### src/rtl/frame_fill_ctrl.sv
`default_nettype none
// ============================================================================
// Module   : frame_fill_ctrl
// Purpose  : Collects five handshaken bytes into the 40-bit shift register and
//            hands the completed frame downstream. Optional macro
//            FRAME_TIMEOUT_EN adds an inter-byte timeout that drops partial frames.
// Revision : 1.0 - initial release
// ============================================================================
module frame_fill_ctrl #(
  parameter int unsigned TIMEOUT_CYCLES = 1000
) (
  input  logic        clk,
  input  logic        nRst,
  input  logic        in_valid,
  input  logic [7:0]  in_data,
  output logic        in_ready,
  output logic        sr_shift,
  output logic [7:0]  sr_data,
  input  logic [39:0] sr_P,
  output logic        frame_valid,
  output logic [39:0] frame_data,
  input  logic        frame_ready,
  output logic [2:0]  byte_cnt,
  output logic        timeout_err
);

  typedef enum logic [1:0] {
    S_IDLE = 2'd0,
    S_FILL = 2'd1,
    S_FULL = 2'd2
  } state_t;

  state_t     state_q;
  logic [2:0] byte_cnt_q;
  logic       w_accept;

  // A zero timeout would abandon a frame before it could ever grow.
  if (TIMEOUT_CYCLES < 1) begin : g_bad_timeout_cycles
  end

  assign in_ready    = (state_q != S_FULL);
  assign w_accept    = in_valid & in_ready;
  assign sr_shift    = w_accept;
  assign sr_data     = in_data;
  assign frame_valid = (state_q == S_FULL);
  assign frame_data  = frame_valid ? sr_P : 40'd0;
  assign byte_cnt    = byte_cnt_q;

`ifdef FRAME_TIMEOUT_EN
  localparam int unsigned TW = $clog2(TIMEOUT_CYCLES + 1);
  localparam logic [TW-1:0] c_TIMER_LAST = TW'(TIMEOUT_CYCLES - 1);

  logic [TW-1:0] timer_q;
  logic          timeout_err_q;

  assign timeout_err = timeout_err_q;

  always_ff @(posedge clk) begin
    if (!nRst) begin
      state_q       <= S_IDLE;
      byte_cnt_q    <= 3'd0;
      timer_q       <= '0;
      timeout_err_q <= 1'b0;
    end else begin
      timeout_err_q <= 1'b0;
      case (state_q)
        S_IDLE: begin
          timer_q <= '0;
          if (w_accept) begin
            state_q    <= S_FILL;
            byte_cnt_q <= 3'd1;
          end
        end
        S_FILL: begin
          // An accept on the final idle cycle takes priority over the timeout.
          if (w_accept) begin
            timer_q <= '0;
            if (byte_cnt_q == 3'd4) begin
              state_q    <= S_FULL;
              byte_cnt_q <= 3'd0;
            end else begin
              byte_cnt_q <= byte_cnt_q + 3'd1;
            end
          end else if (timer_q == c_TIMER_LAST) begin
            state_q       <= S_IDLE;
            byte_cnt_q    <= 3'd0;
            timer_q       <= '0;
            timeout_err_q <= 1'b1;
          end else begin
            timer_q <= timer_q + 1'b1;
          end
        end
        S_FULL: begin
          timer_q <= '0;
          if (frame_ready) state_q <= S_IDLE;
        end
        default: begin
          state_q    <= S_IDLE;
          byte_cnt_q <= 3'd0;
          timer_q    <= '0;
        end
      endcase
    end
  end
`else
  assign timeout_err = 1'b0;

  always_ff @(posedge clk) begin
    if (!nRst) begin
      state_q    <= S_IDLE;
      byte_cnt_q <= 3'd0;
    end else begin
      case (state_q)
        S_IDLE: begin
          if (w_accept) begin
            state_q    <= S_FILL;
            byte_cnt_q <= 3'd1;
          end
        end
        S_FILL: begin
          if (w_accept) begin
            if (byte_cnt_q == 3'd4) begin
              state_q    <= S_FULL;
              byte_cnt_q <= 3'd0;
            end else begin
              byte_cnt_q <= byte_cnt_q + 3'd1;
            end
          end
        end
        S_FULL: begin
          if (frame_ready) state_q <= S_IDLE;
        end
        default: begin
          state_q    <= S_IDLE;
          byte_cnt_q <= 3'd0;
        end
      endcase
    end
  end
`endif

endmodule
`default_nettype wire

### config.mk
export PLATFORM = sky130hd
export DESIGN_NAME = frame_fill_ctrl
export DESIGN_NICKNAME = d
export VERILOG_FILES = /design/src/rtl/frame_fill_ctrl.sv
export SDC_FILE = /design/constraint.sdc
export NUM_CORES = 1
export LEC_CHECK = 0
export CELL_PAD_IN_SITES_DETAIL_PLACEMENT = 0
export CELL_PAD_IN_SITES_GLOBAL_PLACEMENT = 1
export CORE_MARGIN = 10
export CORE_UTILIZATION = 12
export DETAILED_ROUTE_END_ITERATION = 8
export PLACE_DENSITY = 0.87
export SLEW_MARGIN = 20
export SYNTH_ARGS = -nofsm -noshare
export SYNTH_HDL_FRONTEND = slang
export SYNTH_SLANG_ARGS = --single-unit
export TNS_END_PERCENT = 30
### constraint.sdc
create_clock -name clk -period 1.8 [get_ports clk]
set_input_delay 0.45 -clock clk [delete_from_list [all_inputs] [get_ports clk]]
set_output_delay 0.45 -clock clk [all_outputs]
set_load 0.05 [all_outputs]
After elaboration in Yosys (flattened, before gate mapping)
Index checks and enable logic that the tools add are counted.

cells by class
  multiplexer cells = 10
  equal/unequal tests = 8
  bitwise gates (word level) = 2
  add/sub/neg operators = 1
  reductions and logical operators = 3

operators by type and width
  operator               number
  $mux W40               1
  $mux W3                3
  $pmux W3 S3            1
  $mux W2                4
  $ne A2 B2 Y1 const B   4
  $pmux W2 S3            1
  $reduce_and A4 Y1      1
  $add A3 B1 Y3 const B  1
  $eq A3 B3 Y1 const B   1
  $reduce_and A3 Y1      1
  $eq A2 B1 Y1 const B   1
  $eq A2 B2 Y1 const B   1
  $logic_not A2 Y1       1
  $ne A2 B1 Y1 const B   1
  $and A1 B1 Y1          1
  $not A1 Y1             1

storage, ports and cells
  output and inout bits = 55
  bits of input ports = 52
  bits in registers = 5

Depth between registers and ports, before layout
Gate-level depths: netlist of the first run.

  depth in word-level cells = 4
  mapped depth = 5

Worst setup path after synthesis of the first run
No wires, ideal clock.

  kind = register to output
  from = reg state_q[0]
  to = out sr_shift
  slack = -0.326 ns
  required time = 1.350 ns
  buffers on the path = 1
  arrival time = 1.676 ns
  cell stages (with the launch flop) = 5
  path through = dfxtp_1 -> nand2b_4 -> inv_2 -> buf_2 -> nor2_1

on the way
  cells in the longest elaborated chain, start to end = 2

ends and longest elaborated chain
  item                    RTL line  text
  start, declared         33        state_t state_q;
  start signal, assigned  110       state_q <= S_IDLE;
  start signal, assigned  116       state_q <= S_FILL;
  start signal, assigned  123       state_q <= S_FULL;
  $ne A2 B2 Y1            41        assign in_ready = (state_q != S_FULL);
  named net in_ready      16        output logic in_ready,
  $and A1 B1 Y1           42        assign w_accept = in_valid & in_ready;
  end, declared           17        output logic sr_shift,

The timed path passes the listed nets, and every way through them passes these cells.

Final worst setup path of the first run
  from = in in_valid
  to = out sr_shift

on the way
  cells in the longest elaborated chain, start to end = 1

ends and longest elaborated chain
  item             RTL line  text
  start, declared  14        input logic in_valid,
  $and A1 B1 Y1    42

Every way passes these cells.

==> impl_metrics.tcl, run 1 <==
set metrics [dict create \
    drv_cap 0 \
    cp-endpoint "sr_shift" \
    synth_top_area_share 0.412 \
    drt-vias-per-instance 3.65 \
    syn_avg_cell_area_um2 7.16 \
    setup_viol 0 \
    std_cell_rows 26 \
    path_clk_slew_ns 0.04 \
    clock-sinks 5 \
    drc 0 \
    cts_root_buffer "clkbuf_8" \
    syn_nets 141 \
    peakVddDrop_mv 0.359 \
    syn_inst 87 \
    netlist_area_um2 623 \
    port_buffers 89 \
    yosys_warnings 0 \
    path_max_fanout 3 \
    rsz0062_at_grt "no" \
    numCtsBuffers 3 \
    ant_nets 0 \
    ys_seq_area_frac 0.161 \
    cp-start-kind "input port" \
    r2r_start "state_q[0]" \
    p_leak_nw 0.833 \
    fin_ws_ns 0.0622 \
    wl_per_cell_um 12.6 \
    die_x_um 92.1 \
    hold_viol 0 \
    critPathLaunch "in_valid" \
    die_area_um2 8480 \
    fin_crit_sh 0.965 \
    ff2ff_path_depth 5 \
    outcome "finished clean" \
    overflow 0 \
    critical_path_class "input port to output port" \
    crit_arrival_ns 1.29 \
    layout-drive-gt1-share 0.393 \
    cts_buffer_depth 2 \
    ys_seq_elements 5 \
    track_usage 0.0690 \
    tritoncts "yes" \
    hp-start "byte_cnt[1]" \
    dp_worst_setup_slack_ns 0.0552 \
    fmax_mhz 575 \
    drt_iter0_markers 12 \
    finalMaxSlewViolations 0 \
    grt_pass1_vias 914 \
    pin_count 107 \
    ys_top_cells_by_area "and2_1 (41%), dfxtp_1 (16%), buf_4 (11%), ha_1 (4.0%), a21boi_0 (2.4%)" \
    post_cts_buffers 0 \
    final_nets 228 \
    p_total_uw 481 \
    die-height_um 92.1 \
    cts_hold_buffers 0 \
    r2r_slack_ns 0.40 \
    synth_cell_types 23 \
    dp_cells 239 \
    powerDensity_nw_per_um2 233 \
    layout.cells.non_filler 243 \
    clk_latency_ns 0.23 \
    skew_ns 0.00414 \
    htreeDepth 1 \
    hold_path_depth 2 \
    hold_slack_ns 0.568 \
    n_antenna_cell 0 \
    core_um2 5070 \
    wl_mm 3.05 \
    area_delta_synth_final_pct 232 \
    r2r_end "byte_cnt[2]" \
    antenna_found_initial 0 \
    hpwlAfterDp_mm 2.82 \
    gp_congestion 0.782 \
    initial_utilization 0.123 \
    firstDrtPassIters 4 \
    grt_pass1_wl_mm 4.82 \
    grt_max_degree 43 \
    worstPathRequired_ns 1.35 \
    fin_crit_ns 1.74 \
    hold_class "flip-flop to flip-flop" \
    worstSetupEndpointType "output port" \
    yosysTopAreaCell "and2_1" \
    dr_total_vias 887 \
]
==> cell usage in the layout, fill, tap and decap left out, types with 2 or more instances in the layout <==
master,count
clkbuf_8,3
and2_1,31
nor2_1,2
dfxtp_1,5
a21boi_0,2
nand2_1,2
ha_1,2
clkdlybuf4s50_1,43
and2_2,10
inv_1,4
o21ai_0,2
nand4_1,2
buf_4,8
buf_12,44
==> flip-flops by register name, summed over array words and instances (netlist names) <==
register / flops
byte_cnt: 3
state_q: 2
==> cell usage after synthesis <==
master	n
nor2_1	3
and2_1	41
ha_1	2
o31ai_1	1
o21ai_0	2
or4_1	1
nor4bb_1	1
buf_2	1
a21oi_1	1
o22ai_1	1
nand4b_1	1
o311ai_0	1
inv_1	4
o2111a_1	1
a21boi_0	2
conb_1	1
dfxtp_1	5
nand2_1	2
inv_2	1
clkbuf_1	3
nand2b_4	1
buf_4	9
nand4_1	2
==> final cells by class <==
class	instances	area [µm²]
Clock buffer	4	45.0
Fill cell	506	3010
Inverter	5	23.8
Multi-Input combinational cell	64	440
Sequential cell	5	100
Tap cell	70	87.6
Timing Repair Buffer	95	1370
==> worst max-delay path, stage by stage <==
cell	delay, ns
clkdlybuf4s50_1	0.48
inv_1	0.08
nor2_4	0.13
buf_12	0.14
==> worst min path at each step <==
| stage | to | slack, ns |
|---|---|---|
| after floorplan | byte_cnt[1] | 0.54 |
| after global placement | byte_cnt[1] | 0.56 |
| after detailed placement | byte_cnt[1] | 0.56 |
| after CTS | byte_cnt[1] | 0.57 |
| after global routing | byte_cnt[2] | 0.61 |
| final | byte_cnt[1] | 0.57 |
==> layer usage <==
layer	routed length (µm)	vias to the layer above	GRT usage
met2	1620	49	0.120
met4	30	0	0.0244
met5	0	-	0
li1	-	443	-
met1	1050	391	0.0696
met3	349	4	0.0350
==> through the flow <==
step                TNS (ns)  cell area [µm²]   util
floorplan              -1.10              646      -
detailed placement         0             2020  0.398
CTS                        0             2070  0.407
finish                     0             2070  0.408
global route               0             2070  0.408
global placement           0             2020  0.398
==> timing repair <==
| item | CTS | global route |
|---|---|---|
| gates cloned | 0 | 0 |
| endpoints found under the hold margin | 0 | 0 |
| setup endpoints to repair | 41 | 41 |
| gates resized for setup | 1 | 1 |
==> cells by family (layout without fill, tap and decap cells) <==
| family | after synthesis | count (layout) | share of synthesized area |
|---|---|---|---|
| simple gates | 52 | 52 | 0.526 |
| buf+inv | 18 | 104 | 0.165 |
| fa+ha+maj | 2 | 2 | 0.0402 |
| flops | 5 | 5 | 0.161 |
| compound gates | 9 | 9 | 0.102 |
| other cells | 1 | 1 | 0.00602 |
==> where the power goes <==
| group | internal, mW | total, mW | leakage [nW] | switching [mW] |
|---|---|---|---|---|
| registers | 0.116 | 0.119 | 0.0410 | 0.00345 |
| logic | 0.103 | 0.146 | 0.769 | 0.0433 |
| clock network | 0.153 | 0.216 | 0.0228 | 0.0630 |
(Power assumes the default switching activity.)
==> inputs of run 2 (changes only) <==
--- a/config.mk
+++ b/config.mk
@@ -5,6 +5,7 @@
 export SDC_FILE = /design/constraint.sdc
 export NUM_CORES = 1
 export LEC_CHECK = 0
+export ABC_CLOCK_PERIOD_IN_PS = 1800
 export CELL_PAD_IN_SITES_DETAIL_PLACEMENT = 0
 export CELL_PAD_IN_SITES_GLOBAL_PLACEMENT = 1
 export CORE_MARGIN = 10
==> results of run 2 <==
Same layout as run 1: the final DEF is identical, and so are final timing and power.
==> inputs of run 3 (changes only) <==
--- a/config.mk
+++ b/config.mk
@@ -11,7 +11,7 @@
 export CORE_MARGIN = 10
 export CORE_UTILIZATION = 12
 export DETAILED_ROUTE_END_ITERATION = 8
-export PLACE_DENSITY = 0.87
+export PLACE_DENSITY_LB_ADDON = 0.1
 export SLEW_MARGIN = 20
 export SYNTH_ARGS = -nofsm -noshare
 export SYNTH_HDL_FRONTEND = slang
==> run 3 against run 2 <==
  * Core utilization down 0.27 points
  * Highest routed layer unchanged
  * Cell area down 0.67%
  * Sequential power about the same
  * Global-route usage up 0.80 points
  * Critical path depth up 1
  * Largest cell class unchanged
  * Via count up 2.1%
==> impl_metrics.tcl, run 3 (same netlist as run 1, synthesis figures left out) <==
set metrics [dict create \
    largest_reg_flops 3 \
    core_um2 5070 \
    wl_mm 3.29 \
    critical_path_class "flip-flop to output port" \
    ant_nets 0 \
    hold-path-endpoint "byte_cnt[1]" \
    antenna_found_initial 0 \
    p_leak_nw 0.828 \
    area_delta_synth_final_pct 230 \
    overflow 0 \
    p_comb_frac 0.305 \
    cts_hold_buffers 0 \
    swShare 0.221 \
    die_x_um 92.1 \
    cts_root_buffer "clkbuf_8" \
    critical-path-top-delay-family "buffers and inverters" \
    power_switching_uw 105 \
    drv_cap 0 \
    fmax_mhz 594 \
    hold_viol 0 \
    n_fill_cell 507 \
    fin_crit_sh 0.935 \
    layout-drive-gt1-share 0.386 \
    hold_class "flip-flop to flip-flop" \
    track_usage 0.0770 \
    worstSetupEndpointType "output port" \
    setup_viol 0 \
    rsz0062_at_grt "no" \
    firstDrtPassIters 3 \
    gp_congestion 0.707 \
    intPower_uw 369 \
    worstPathRequired_ns 1.35 \
    outcome "finished clean" \
    grt_pass1_wl_mm 5.23 \
    hp-start "byte_cnt[1]" \
    grt_max_degree 42 \
    hold_slack_ns 0.539 \
    die-height_um 92.1 \
    numCtsBuffers 3 \
    cts-resized-gates 3 \
    htreeDepth 1 \
    clk_latency_ns 0.22 \
    cts_buffer_depth 2 \
    tritoncts "yes" \
    n_antenna_cell 0 \
    pwr-share-clk 0.443 \
    die_area_um2 8480 \
    drc 0 \
    powerDensity_nw_per_um2 231 \
    finalMaxSlewViolations 0 \
    skew_ns 0.00106 \
    hold_path_depth 2 \
    timing.critical_path.buf_inv 3 \
    r2r_slack_ns 0.34 \
    hpwlAfterDp_mm 3.04 \
    max_stage_delay_ns 0.32 \
    crit_arrival_ns 1.23 \
    port_buffers 89 \
    initial_utilization 0.123 \
    drt_iter0_markers 14 \
    fin_crit_ns 1.68 \
    cp-start-kind "flip-flop" \
    drt-vias-per-instance 3.76 \
    final_cell_mix "buf_12 (44), clkdlybuf4s50_1 (42), and2_1 (31)" \
    cp_slowest_cell "dfxtp_1" \
    clock-sinks 5 \
    layout.cells.non_filler 241 \
    grt_pass1_vias 998 \
    critPathLaunch "state_q[0]" \
    regArea_um2 100 \
    wl_per_cell_um 13.6 \
    std_cell_rows 26 \
    pin_count 107 \
    dp_cells 237 \
    dr_total_vias 906 \
    layout_commonest_cell "buf_12" \
    final_nets 226 \
    post_cts_buffers 0 \
    fin_ws_ns 0.117 \
    path_max_fanout 41 \
    r2r_end "byte_cnt[2]" \
    crit_chain "nand2b_4 -> inv_8 -> buf_4 -> nor2_4 -> buf_12" \
    ff2ff_path_depth 5 \
    p_total_uw 474 \
    peakVddDrop_mv 0.239 \
    r2r_start "state_q[0]" \
    tns_ns 0 \
    seq_power_share 0.252 \
    path_clk_slew_ns 0.04 \
    dp_worst_setup_slack_ns -0.0618 \
    multi_input_area_um2 440 \
]
==> run 3: cell count changes in the layout (fill, tap and decap cells not counted) <==
cell | before | now
inv_8 | 0 | 1
buf_4 | 8 | 6
dlygate4sd2_1 | 0 | 1
inv_6 | 1 | 0
clkdlybuf4s50_1 | 43 | 42
==> run 3: worst register-to-register path: stages (launching register included) <==
cell      delay, ns
dfxtp_1        0.32
nand2b_4       0.18
inv_8          0.09
buf_4          0.17
or4_1          0.47
a21oi_1        0.15
==> run 3: per-layer routing <==
| metal | vias to the layer above | routed length [µm] | track usage |
|---|---|---|---|
| met2 | 70 | 1390 | 0.111 |
| li1 | 436 | - | - |
| met5 | - | 0 | 0 |
| met3 | 6 | 811 | 0.0888 |
| met4 | 0 | 52 | 0.0321 |
| met1 | 394 | 1040 | 0.0660 |
==> run 3: power groups by stage <==
stage / Sequential (mW) / Clock, mW / Combinational [mW]
6_report: 0.119 / 0.210 / 0.145
5_1_grt: 0.120 / 0.225 / 0.157
4_1_cts: 0.119 / 0.218 / 0.147
3_5_place_dp: 0.121 / 0 / 0.147
3_3_place_gp: 0.121 / 0 / 0.146
2_1_floorplan: 0.130 / 0 / 0.0765
==> run 3: metrics by stage <==
stage	utilization	instance area, µm²
detailed placement	0.395	2000
CTS	0.404	2050
floorplan	-	646
global placement	0.395	2000
global route	0.405	2050
finish	0.405	2050
==> run 3: layout make-up <==
class,count,share of cell area
Sequential cell,5,0.0487
Inverter,5,0.0128
Tap cell,70,0.0426
Timing Repair Buffer,93,0.660
Clock buffer,4,0.0219
Multi-Input combinational cell,64,0.214
==> run 3: worst max-delay path by stage <==
stage / depth (start not counted) / slack (ns) / to
after floorplan: 4 / -0.04 / frame_data[20]
after global placement: 4 / -0.04 / sr_shift
after detailed placement: 4 / -0.06 / sr_shift
after CTS: 5 / 0.05 / sr_shift
after global routing: 5 / 0.04 / sr_shift
final: 5 / 0.12 / sr_shift
